`src/rtl/aux_reply_ctrl.sv`:
```
// rtl/aux_reply_ctrl.sv - AUX reply-side sequencer: reply wait, data forwarding, DEFER/timeout retry
module aux_reply_ctrl #(
  parameter int TIMEOUT_CYCLES = 4000,
  parameter int MAX_RETRY      = 7,
  parameter int RETRY_GAP      = 16
) (
  input  logic       clk,
  input  logic       rst,
  input  logic       req_sent,
  input  logic [4:0] req_len,
  input  logic [1:0] reply_ack,
  input  logic       reply_ack_vld,
  input  logic [7:0] reply_data,
  input  logic       reply_data_vld,
  input  logic       reply_dec_i2c_native,
  output logic [7:0] rd_data,
  output logic       rd_data_vld,
  output logic       retry_req,
  output logic       busy,
  output logic       done,
  output logic [1:0] status,
  output logic [4:0] rx_len,
  output logic       rx_i2c_native
);

  localparam int TW = $clog2(TIMEOUT_CYCLES + 1);
  localparam int GW = (RETRY_GAP > 1) ? $clog2(RETRY_GAP) : 1;
  localparam logic [TW-1:0] T_LAST = TW'(TIMEOUT_CYCLES - 1);
  localparam logic [TW-1:0] T_MAX  = TW'(TIMEOUT_CYCLES);
  localparam logic [GW-1:0] G_LAST = GW'(RETRY_GAP - 1);
  localparam logic [2:0]    MAX_Q  = 3'(MAX_RETRY);

  typedef enum logic [2:0] {
    S_IDLE,
    S_WAIT_REPLY,
    S_RECV,
    S_GAP,
    S_WAIT_TX
  } state_t;

  state_t state, state_nxt;

  logic [4:0]    len_q;
  logic [4:0]    byte_cnt;
  logic [2:0]    retry_cnt;
  logic [TW-1:0] timer;
  logic [GW-1:0] gap_cnt;
  logic [1:0]    ack_q;
  logic          i2c_q;

  logic       start;
  logic       rearm;
  logic       latch_reply;
  logic       fwd;
  logic       finish;
  logic       to_gap;
  logic       fire_retry;
  logic       retry_event;
  logic [1:0] fin_status;
  logic [1:0] event_status;

  assign busy = (state != S_IDLE);

  // State register; reset aborts any exchange without a completion pulse.
  always_ff @(posedge clk or negedge rst) begin
    if (!rst) state <= S_IDLE;
    else      state <= state_nxt;
  end

  // Next-state and per-cycle strobes; DEFER and timeout share one retry-or-give-up decision.
  always_comb begin
    state_nxt    = state;
    start        = 1'b0;
    rearm        = 1'b0;
    latch_reply  = 1'b0;
    fwd          = 1'b0;
    finish       = 1'b0;
    to_gap       = 1'b0;
    fire_retry   = 1'b0;
    retry_event  = 1'b0;
    fin_status   = 2'b00;
    event_status = 2'b00;
    case (state)
      S_IDLE: begin
        if (req_sent) begin
          start     = 1'b1;
          state_nxt = S_WAIT_REPLY;
        end
      end
      S_WAIT_REPLY: begin
        // A reply arriving on the expiry cycle still wins.
        if (reply_ack_vld) begin
          latch_reply = 1'b1;
          state_nxt   = S_RECV;
        end else if (timer == T_LAST) begin
          retry_event  = 1'b1;
          event_status = 2'b10;
        end
      end
      S_RECV: begin
        if (reply_data_vld) begin
          fwd = (ack_q == 2'b00) && (byte_cnt < len_q);
        end else if (!reply_ack_vld) begin
          case (ack_q)
            2'b00: begin
              finish     = 1'b1;
              fin_status = 2'b00;
            end
            2'b10: begin
              retry_event  = 1'b1;
              event_status = 2'b11;
            end
            default: begin
              finish     = 1'b1;
              fin_status = 2'b01;
            end
          endcase
        end
      end
      S_GAP: begin
        if (gap_cnt == G_LAST) begin
          fire_retry = 1'b1;
          state_nxt  = S_WAIT_TX;
        end
      end
      S_WAIT_TX: begin
        if (req_sent) begin
          rearm     = 1'b1;
          state_nxt = S_WAIT_REPLY;
        end
      end
      default: state_nxt = S_IDLE;
    endcase
    if (retry_event) begin
      if (retry_cnt == MAX_Q) begin
        finish     = 1'b1;
        fin_status = event_status;
      end else begin
        to_gap    = 1'b1;
        state_nxt = S_GAP;
      end
    end
    if (finish) state_nxt = S_IDLE;
  end

  // Counters, latched reply info and registered outputs.
  always_ff @(posedge clk or negedge rst) begin
    if (!rst) begin
      len_q         <= '0;
      byte_cnt      <= '0;
      retry_cnt     <= '0;
      timer         <= '0;
      gap_cnt       <= '0;
      ack_q         <= '0;
      i2c_q         <= 1'b0;
      rd_data       <= '0;
      rd_data_vld   <= 1'b0;
      retry_req     <= 1'b0;
      done          <= 1'b0;
      status        <= '0;
      rx_len        <= '0;
      rx_i2c_native <= 1'b0;
    end else begin
      rd_data_vld <= 1'b0;
      retry_req   <= fire_retry;
      done        <= finish;
      if (state == S_WAIT_REPLY && timer != T_MAX) timer <= timer + TW'(1);
      if (start) begin
        len_q     <= req_len;
        retry_cnt <= '0;
        byte_cnt  <= '0;
        timer     <= '0;
      end
      if (rearm) timer <= '0;
      if (latch_reply) begin
        ack_q <= reply_ack;
        i2c_q <= reply_dec_i2c_native;
      end
      if (fwd) begin
        rd_data     <= reply_data;
        rd_data_vld <= 1'b1;
        byte_cnt    <= byte_cnt + 5'd1;
      end
      if (to_gap) begin
        retry_cnt <= retry_cnt + 3'd1;
        byte_cnt  <= '0;
        gap_cnt   <= '0;
      end else if (state == S_GAP) begin
        gap_cnt <= gap_cnt + GW'(1);
      end
      if (finish) begin
        status        <= fin_status;
        rx_len        <= byte_cnt;
        rx_i2c_native <= i2c_q;
      end
    end
  end

endmodule

```
`config.mk`:
```
export PLATFORM = sky130hd
export DESIGN_NAME = aux_reply_ctrl
export DESIGN_NICKNAME = d
export VERILOG_FILES = /design/src/rtl/aux_reply_ctrl.sv
export SDC_FILE = /design/constraint.sdc
export NUM_CORES = 1
export LEC_CHECK = 0
export CAP_MARGIN = 20
export CORE_UTILIZATION = 35
export DETAILED_ROUTE_END_ITERATION = 16
export SLEW_MARGIN = 20
export SYNTH_ARGS = -nofsm -noshare
export SYNTH_HDL_FRONTEND = slang
export SYNTH_SLANG_ARGS = --single-unit
export TNS_END_PERCENT = 20
```
`constraint.sdc`:
```
create_clock -name clk -period 2.25 [get_ports clk]
set_input_delay 0.45 -clock clk [delete_from_list [all_inputs] [get_ports clk]]
set_output_delay 0.45 -clock clk [all_outputs]
set_load 0.02 [all_outputs]
```
==> results of run 1 <==
==> sequential cells by signal, indices dropped and copies added, names as in the netlist <==
signal         count
ack_q              2
byte_cnt           5
done               1
gap_cnt            4
i2c_q              1
len_q              5
rd_data            8
rd_data_vld        1
retry_cnt          3
retry_req          1
rx_i2c_native      1
rx_len             5
state              3
status             2
timer             12
==> path summary, 6_finish.rpt <==
kind / endpoint / cells after the start
setup reg to reg: rx_len[1] / 5
setup / recovery: rd_data[7] / 5
max in group asynchronous: gap_cnt[0] / 2
hold / removal: byte_cnt[0] / 1
hold reg to reg: retry_cnt[0] / 1
min in group clk: retry_cnt[0] / 1
==> per-stage QoR <==
step	hold WS [ns]	utilization (%)	power, mW	setup slack (ns)	instances
finish	0.120	46.3	3.31	0.161	396
global route	0.159	46.3	3.57	0.0730	396
CTS	0.134	46.3	3.36	0.157	396
detailed placement	0.465	45.2	2.84	-0.175	389
global placement	0.469	45.2	2.82	-0.139	389
floorplan	0.154	-	2.37	0.180	240
==> routing by layer <==
metal	up-vias	GRT usage, %	share of wire (%)
li1	970	-	-
met1	944	21.2	50
met2	36	22.9	45
met3	6	3.72	4.4
met4	0	3.23	0.88
met5	-	0	0
==> cell type report <==
cell class | count | area share, %
clock buffers | 7 | 2.24
inverters | 11 | 1.21
multi-input cells | 165 | 36.6
flip-flops and latches | 54 | 39.6
well taps | 99 | 3.63
repair buffers | 60 | 16.7
==> logic make-up (layout without fill, tap and decap cells) <==
logic type,Yosys count,in the layout,share of synthesized area [%]
multiplexers,26,26,11.1
flip-flops,54,54,49.7
XOR/XNOR,11,11,3.55
AND/OR/NAND/NOR,86,86,17.7
AO/OA/AOI/OAI,32,32,8.93
buffers and inverters,21,78,4.37
adder cells (fa/ha/maj),10,10,4.60
==> worst max-delay path, cell delays in order <==
cell and delay [ns]:
clkdlybuf4s50_1 0.50, or4b_1 0.49, a211oi_4 0.21, o21a_4 0.27
mux2_2 0.35
==> power groups by stage <==
| stage | combinational [mW] | sequential [mW] | clock (mW) |
|---|---|---|---|
| final | 1.33 | 1.48 | 0.501 |
| after global routing | 1.47 | 1.53 | 0.573 |
| after CTS | 1.35 | 1.48 | 0.529 |
| after detailed placement | 1.35 | 1.49 | 0 |
| after global placement | 1.33 | 1.49 | 0 |
| after floorplan | 0.828 | 1.54 | 0 |
==> cell usage in the layout (no fill, tap or decap), types with 2 or more instances in the layout <==
cell | synthesis | final
dfrtp_1 | 54 | 54
clkdlybuf4s50_1 | 0 | 38
nor2_1 | 18 | 18
mux2_2 | 18 | 18
buf_4 | 2 | 18
nand2_1 | 17 | 17
inv_1 | 11 | 11
ha_1 | 10 | 10
nand3_1 | 8 | 8
xor2_1 | 6 | 6
nand2b_1 | 5 | 5
nand4_1 | 5 | 5
o31ai_1 | 5 | 5
o21ai_0 | 5 | 5
xnor2_1 | 5 | 5
clkbuf_8 | 0 | 5
mux2_4 | 4 | 4
mux2i_1 | 4 | 4
a21oi_1 | 4 | 4
a31oi_1 | 3 | 3
or2_2 | 3 | 3
nand4bb_1 | 3 | 3
nor2b_1 | 3 | 3
nor3_1 | 3 | 3
o221ai_1 | 3 | 3
nor4_1 | 3 | 3
or3_1 | 2 | 2
nand3b_1 | 2 | 2
nor3b_1 | 2 | 2
o22ai_1 | 2 | 2
and2_1 | 2 | 2
o211ai_1 | 2 | 2
and3_1 | 2 | 2
clkbuf_1 | 4 | 2
buf_12 | 1 | 2
==> results.tsv, run 1 <==
metric	value	unit
status	finished clean	
r2r_start	state[1]	
synth_top_area_share	49.7	%
synthTopCellsByArea	dfrtp_1 50%, mux2_2 7.5%, ha_1 4.6%	
required	2.44	ns
place_congestion	0.764	
die_w	90.1	um
drt_pass1_iterations	4	
leakagePower	1.50	nW
min_path_type	in2async	
fin_crit	2.09	ns
crit_fanout	11	
p_clk_share	15.1	%
syn_nets	271	
hold_viol_final	0	
final.setup_skew	0.00627	ns
netlist_area	2720	um2
portBuffers	40	
ys_types	51	
cts_resized	1	
drt_iter0_markers	78	
synth_edf_count	0	
max-vdd-ir-drop	0.467	mV
drv_slew	0	
yosysSeqAreaShare	49.7	%
yosysMostFrequentCell	dfrtp_1	
drtAntennaViolNets	0	
n_fill_cell	722	
diodes	0	
clk_latency	0.30	ns
gr-usage-all-layers	14.9	%
switching_share	35.1	%
p_int	2.15	mW
initial_utilization	36.9	%
multi_input_area	1250	um2
die_y	90.1	um
max_slew_margin	58.0	%
first_global_vias	1964	
grt_max_degree	24	
path_class	in2reg	
ys_dominant_reg_cell	dfrtp_1	
grt_pass1_wl	9790	um
yosysTopAreaCell	dfrtp_1	
clk_path_buf_depth	2	
synthTopCellsByCount	54 x dfrtp_1, 18 x mux2_2, 18 x nor2_1	
stdcell_area	3410	um2
pwr-share-comb	40.3	%
fin_crit_sh	92.8	%
boundaryPins	41	
yosys_warnings	0	
power.density	971	nW/um2
tightest_slew	0.622	ns
postCtsSetupBuffers	0	
place_area	3330	um2
area_growth	25.5	%
synth.ff_latch_count	54	
cts.sinks	54	
seq_area	1350	um2
drc	0	
synth_area_per_cell	11.3	um2
drive_gt1_share	18.9	%
cts_tree	done	
dp_hpwl	4150	um
critical_path.endpoint_type	flip-flop	
cp-startpoint	reply_data_vld	
netlist_instances	240	
core_area	7370	um2
htree_levels	2	
numCtsBuffers	5	
globalRoute.totalOverflow	0	
die_area	8120	um2
row_count	31	
finalSetupTns	0	ns
rsz0062_at_grt	no	
avgRoutedWirePerCell	13.8	um
cts-root-buf	clkbuf_8	
worst-endpoint-arrival	2.28	ns
hold_buffers	0	
grt_antenna_before_repair	0	
cap_viol_max_count	0	
finalSetupViolCount	0	
power_frac_seq	44.6	%
regToRegSetupSlack	0.19	ns
dr_total_vias	1956	
critPathLaunchType	primary input	
async_flop_share	100	%
vias_per_cell	4.94	
power_switching	1.16	mW
path_clk_slew	0.09	ns
timing.fmax	479	MHz
nets	328	
routed_wl	5470	um
No activity file was read; power rests on OpenSTA's default activity.
==> run 2: changes to the inputs <==
- CORE_UTILIZATION: 35 -> 50
- PLACE_DENSITY: unset -> 0.75
- SLEW_MARGIN: 20 -> 30
==> results.tsv, run 2 (synthesized netlist as in run 1, its figures left out) <==
metric	value	unit
status	finished clean	
dp_hpwl	3930	um
die_area	5730	um2
nets	323	
cts_tree	done	
place_congestion	0.802	
finalSetupViolCount	0	
min_path_type	in2async	
crit_fanout	10	
required	2.46	ns
cpPeakStageDelay	0.51	ns
tightest_slew	0.583	ns
diodes	0	
vias_per_cell	5.37	
fin_util	64.9	%
die_y	75.7	um
grt_pass1_wl	8740	um
numCtsBuffers	5	
drv_slew	0	
hold_viol_final	0	
path_class	reg2reg	
gr-usage-all-layers	20.7	%
largest_reg_flops	12	
critical_path.endpoint_type	flip-flop	
largestRegisters	timer (12), rd_data (8)	
drt_pass1_iterations	4	
timing.fmax	486	MHz
cp-startpoint	byte_cnt[4]	
mostFrequentLayoutCell	dfrtp_1	
globalRoute.totalOverflow	0	
fin_crit_sh	91.4	%
n_fill_cell	404	
max_slew_margin	61.1	%
boundaryPins	41	
path_clk_slew	0.11	ns
first_global_vias	1902	
postCtsSetupBuffers	0	
rsz0062_at_grt	no	
multi_input_area	1250	um2
die_w	75.7	um
stdcell_area	3360	um2
grt_antenna_before_repair	0	
routed_wl	5390	um
critPathLaunchType	flip-flop	
leakagePower	1.49	nW
place_area	3260	um2
seq_area	1350	um2
power.density	1010	nW/um2
fin_crit	2.06	ns
avgRoutedWirePerCell	14.8	um
drc	0	
place_ws	-0.131	ns
area_growth	23.6	%
cts_resized	0	
portBuffers	40	
worst_slack	0.194	ns
grt_max_degree	31	
cap_viol_max_count	0	
cts.sinks	54	
clk_latency	0.32	ns
clk_path_buf_depth	2	
core_area	5170	um2
htree_levels	2	
regMostFlops	timer	
final.setup_skew	0.00971	ns
max-vdd-ir-drop	0.583	mV
dr_total_vias	1948	
drive_gt1_share	18.4	%
r2r_start	byte_cnt[4]	
hold_buffers	0	
row_count	26	
drt_iter0_markers	76	
crit_chain	ha_1 -> or4b_1 -> a211oi_4 -> o21a_4 -> mux2_2	
most-common-layout-cells	54 x dfrtp_1, 38 x clkdlybuf4s50_1, 18 x nor2_1, 18 x mux2_2, 17 x nand2_1	
cp_slowest_cell	or4b_1	
initial_utilization	52.5	%
cts-root-buf	clkbuf_8	
worst-endpoint-arrival	2.27	ns
drtAntennaViolNets	0	
[run 2: changes by cell type in the layout (fill, tap and decap cells not counted)]
cell and delta:
dlygate4sd2_1 -1, buf_4 -5, dlymetal6s2s_1 +1, inv_6 +3, clkbuf_1 -2
[run 2: per-layer routing]
layer / wire length (um) / vias to the layer above / global-route usage, %
li1: - / 963 / -
met4: 64 / 0 / 7.41
met3: 204 / 4 / 4.76
met2: 2610 / 41 / 33.8
met5: 0 / - / 0
met1: 2510 / 940 / 27.0
[run 2: final timing paths]
| check | to | slack [ns] | cells after the start |
|---|---|---|---|
| setup / recovery | rd_data[6] | 0.19 | 5 |
| hold / removal | rx_len[1] | 0.12 | 1 |
| setup reg to reg | rd_data[6] | 0.19 | 5 |
| hold reg to reg | retry_cnt[0] | 0.50 | 1 |
| max in group asynchronous | gap_cnt[3] | 1.57 | 2 |
| min in group clk | retry_cnt[0] | 0.50 | 1 |
[run 2: cell type report]
| class | count | area share [%] |
|---|---|---|
| sequential | 54 | 40.2 |
| timing repair buffer | 55 | 15.9 |
| clock inverter | 3 | 0.782 |
| multi-input combinational | 165 | 37.1 |
| inverter | 11 | 1.23 |
| clock buffer | 5 | 2.05 |
| tap | 70 | 2.61 |
[run 2: power by group]
group          switching [mW]  internal [mW]
registers               0.227           1.25
logic                   0.650          0.686
clock network           0.356          0.232
total                    1.23           2.17
[run 2: worst max-delay path, delay by kind of cell (launching register included)]
| kind | cells | cell delay [ns] |
|---|---|---|
| adders and majority gates | 1 | 0.19 |
| muxes | 1 | 0.35 |
| AOI/OAI and AO/OA | 2 | 0.46 |
| DFF | 1 | 0.44 |
| and+or+nand+nor | 1 | 0.51 |
[run 2: metrics by stage]
step,TNS (ns),hold WS (ns),cells,power (mW)
final,0,0.120,363,3.40
after global routing,0,0.155,363,3.62
after CTS,0,0.126,363,3.44
after detailed placement,-1.34,0.486,355,2.85
after global placement,-0.919,0.475,355,2.80
after floorplan,0,0.154,240,2.37
==> run 3: changes to the inputs <==
- REMOVE_ABC_BUFFERS: unset -> 1
==> results.tsv, run 3 (synthesized netlist as in run 1, its figures left out) <==
metric	value	unit
cap_viol_max_count	0	
avgRoutedWirePerCell	14.3	um
grt_max_degree	55	
regMostFlops	timer	
dp_hpwl	3780	um
grt_pass1_wl	8650	um
initial_utilization	52.5	%
p_int	2.16	mW
cp_slowest_cell	or4b_1	
place_congestion	0.804	
timing.fmax	486	MHz
path_class	reg2reg	
drc	0	
area_growth	22.9	%
power_switching	1.21	mW
rsz0062_at_grt	no	
power	3.37	mW
finalSetupViolCount	0	
routed_wl	5200	um
postCtsSetupBuffers	0	
vias_per_cell	5.50	
max_slew_margin	55.1	%
clk_latency	0.31	ns
power_frac_seq	43.8	%
critical_path.endpoint_type	flip-flop	
most-common-layout-cells	54 x dfrtp_1, 38 x clkdlybuf4s50_1, 18 x nor2_1, 18 x mux2_2, 17 x nand2_1	
mostFrequentLayoutCell	dfrtp_1	
fin_crit	2.06	ns
drt_iter0_markers	68	
largestRegisters	timer (12), rd_data (8)	
whs	0.263	ns
drtAntennaViolNets	0	
drv_slew	0	
globalRoute.totalOverflow	0	
clk_path_buf_depth	2	
max-vdd-ir-drop	0.624	mV
tightest_slew	0.673	ns
final.setup_skew	0.0109	ns
die_w	75.7	um
worst-endpoint-arrival	2.26	ns
dr_total_vias	1995	
crit_chain	ha_1 -> or4b_1 -> a211oi_4 -> o21a_4 -> mux2_2	
power.density	1010	nW/um2
required	2.46	ns
nets	323	
place_area	3250	um2
pwr-share-comb	39.6	%
cpPeakStageDelay	0.52	ns
row_count	26	
diodes	0	
fin_crit_sh	91.5	%
path_clk_slew	0.10	ns
grt_antenna_before_repair	0	
status	finished clean	
stdcell_area	3340	um2
first_global_vias	1902	
leakagePower	1.48	nW
cts-root-buf	clkbuf_8	
core_area	5170	um2
portBuffers	40	
htree_levels	2	
critPathLaunchType	flip-flop	
die_area	5730	um2
cts_tree	done	
min_path_type	in2async	
gr-usage-all-layers	20.1	%
boundaryPins	41	
die_y	75.7	um
drive_gt1_share	18.4	%
hold_viol_final	0	
cts.sinks	54	
p_clk_share	16.5	%
drt_pass1_iterations	4	
numCtsBuffers	5	
largest_reg_flops	12	
crit_fanout	10	
switching_share	35.9	%
## run 3: final cells by class
type	instances	area, um2
Fill cell	420	1830
Sequential cell	54	1350
Multi-Input combinational cell	165	1250
Timing Repair Buffer	55	519
Tap cell	70	87.6
Clock buffer	5	68.8
Inverter	11	41.3
Clock inverter	3	25.0
## run 3: timing repair
| item | 4_1_cts | 5_1_grt |
|---|---|---|
| endpoints found under the hold margin | 0 | 0 |
| resized for setup | 1 | 0 |
| hold buffers | 0 | 0 |
| endpoints found under the setup margin | 1 | 0 |
## run 3: path summary, 6_finish.rpt
kind	start	end	slack (ns)	cells after the start
worst max-delay path	byte_cnt[4]	rd_data[5]	0.19	5
worst min-delay path	rst	len_q[2]	0.26	2
worst max register to register	byte_cnt[4]	rd_data[5]	0.19	5
worst min register to register	retry_cnt[0]	retry_cnt[0]	0.50	1
max in group asynchronous	rst	state[0]	1.54	2
min in group clk	retry_cnt[0]	retry_cnt[0]	0.50	1
## run 3: critical path, delay by kind of cell (launching register included)
| family | cells | cell delay [ns] |
|---|---|---|
| muxes | 1 | 0.35 |
| and+or+nand+nor | 1 | 0.52 |
| adders and majority gates | 1 | 0.19 |
| AOI/OAI and AO/OA | 2 | 0.46 |
| DFF | 1 | 0.44 |
## run 3: per-layer routing
layer,track usage [%],vias to the layer above,part of all wire [%]
met2,35.0,33,49
met4,5.76,0,1.1
met5,0,-,0
li1,-,959,-
met1,25.9,998,48
met3,3.17,5,1.9
## run 3: power groups by stage
stage | Sequential, mW | Clock [mW] | Combinational [mW]
6_report | 1.48 | 0.557 | 1.34
3_3_place_gp | 1.49 | 0 | 1.30
2_1_floorplan | 1.57 | 0 | 0.722
3_5_place_dp | 1.50 | 0 | 1.35
5_1_grt | 1.52 | 0.600 | 1.46
4_1_cts | 1.48 | 0.580 | 1.35
## run 3: per-stage QoR
| stage | TNS, ns | setup slack (ns) | cells | util [%] |
|---|---|---|---|---|
| after floorplan | 0 | 0.113 | 230 | - |
| final | 0 | 0.192 | 363 | 64.6 |
| after CTS | 0 | 0.186 | 363 | 64.6 |
| after global placement | -1.06 | -0.0989 | 355 | 62.8 |
| after global routing | 0 | 0.103 | 363 | 64.6 |
| after detailed placement | -1.54 | -0.137 | 355 | 62.8 |
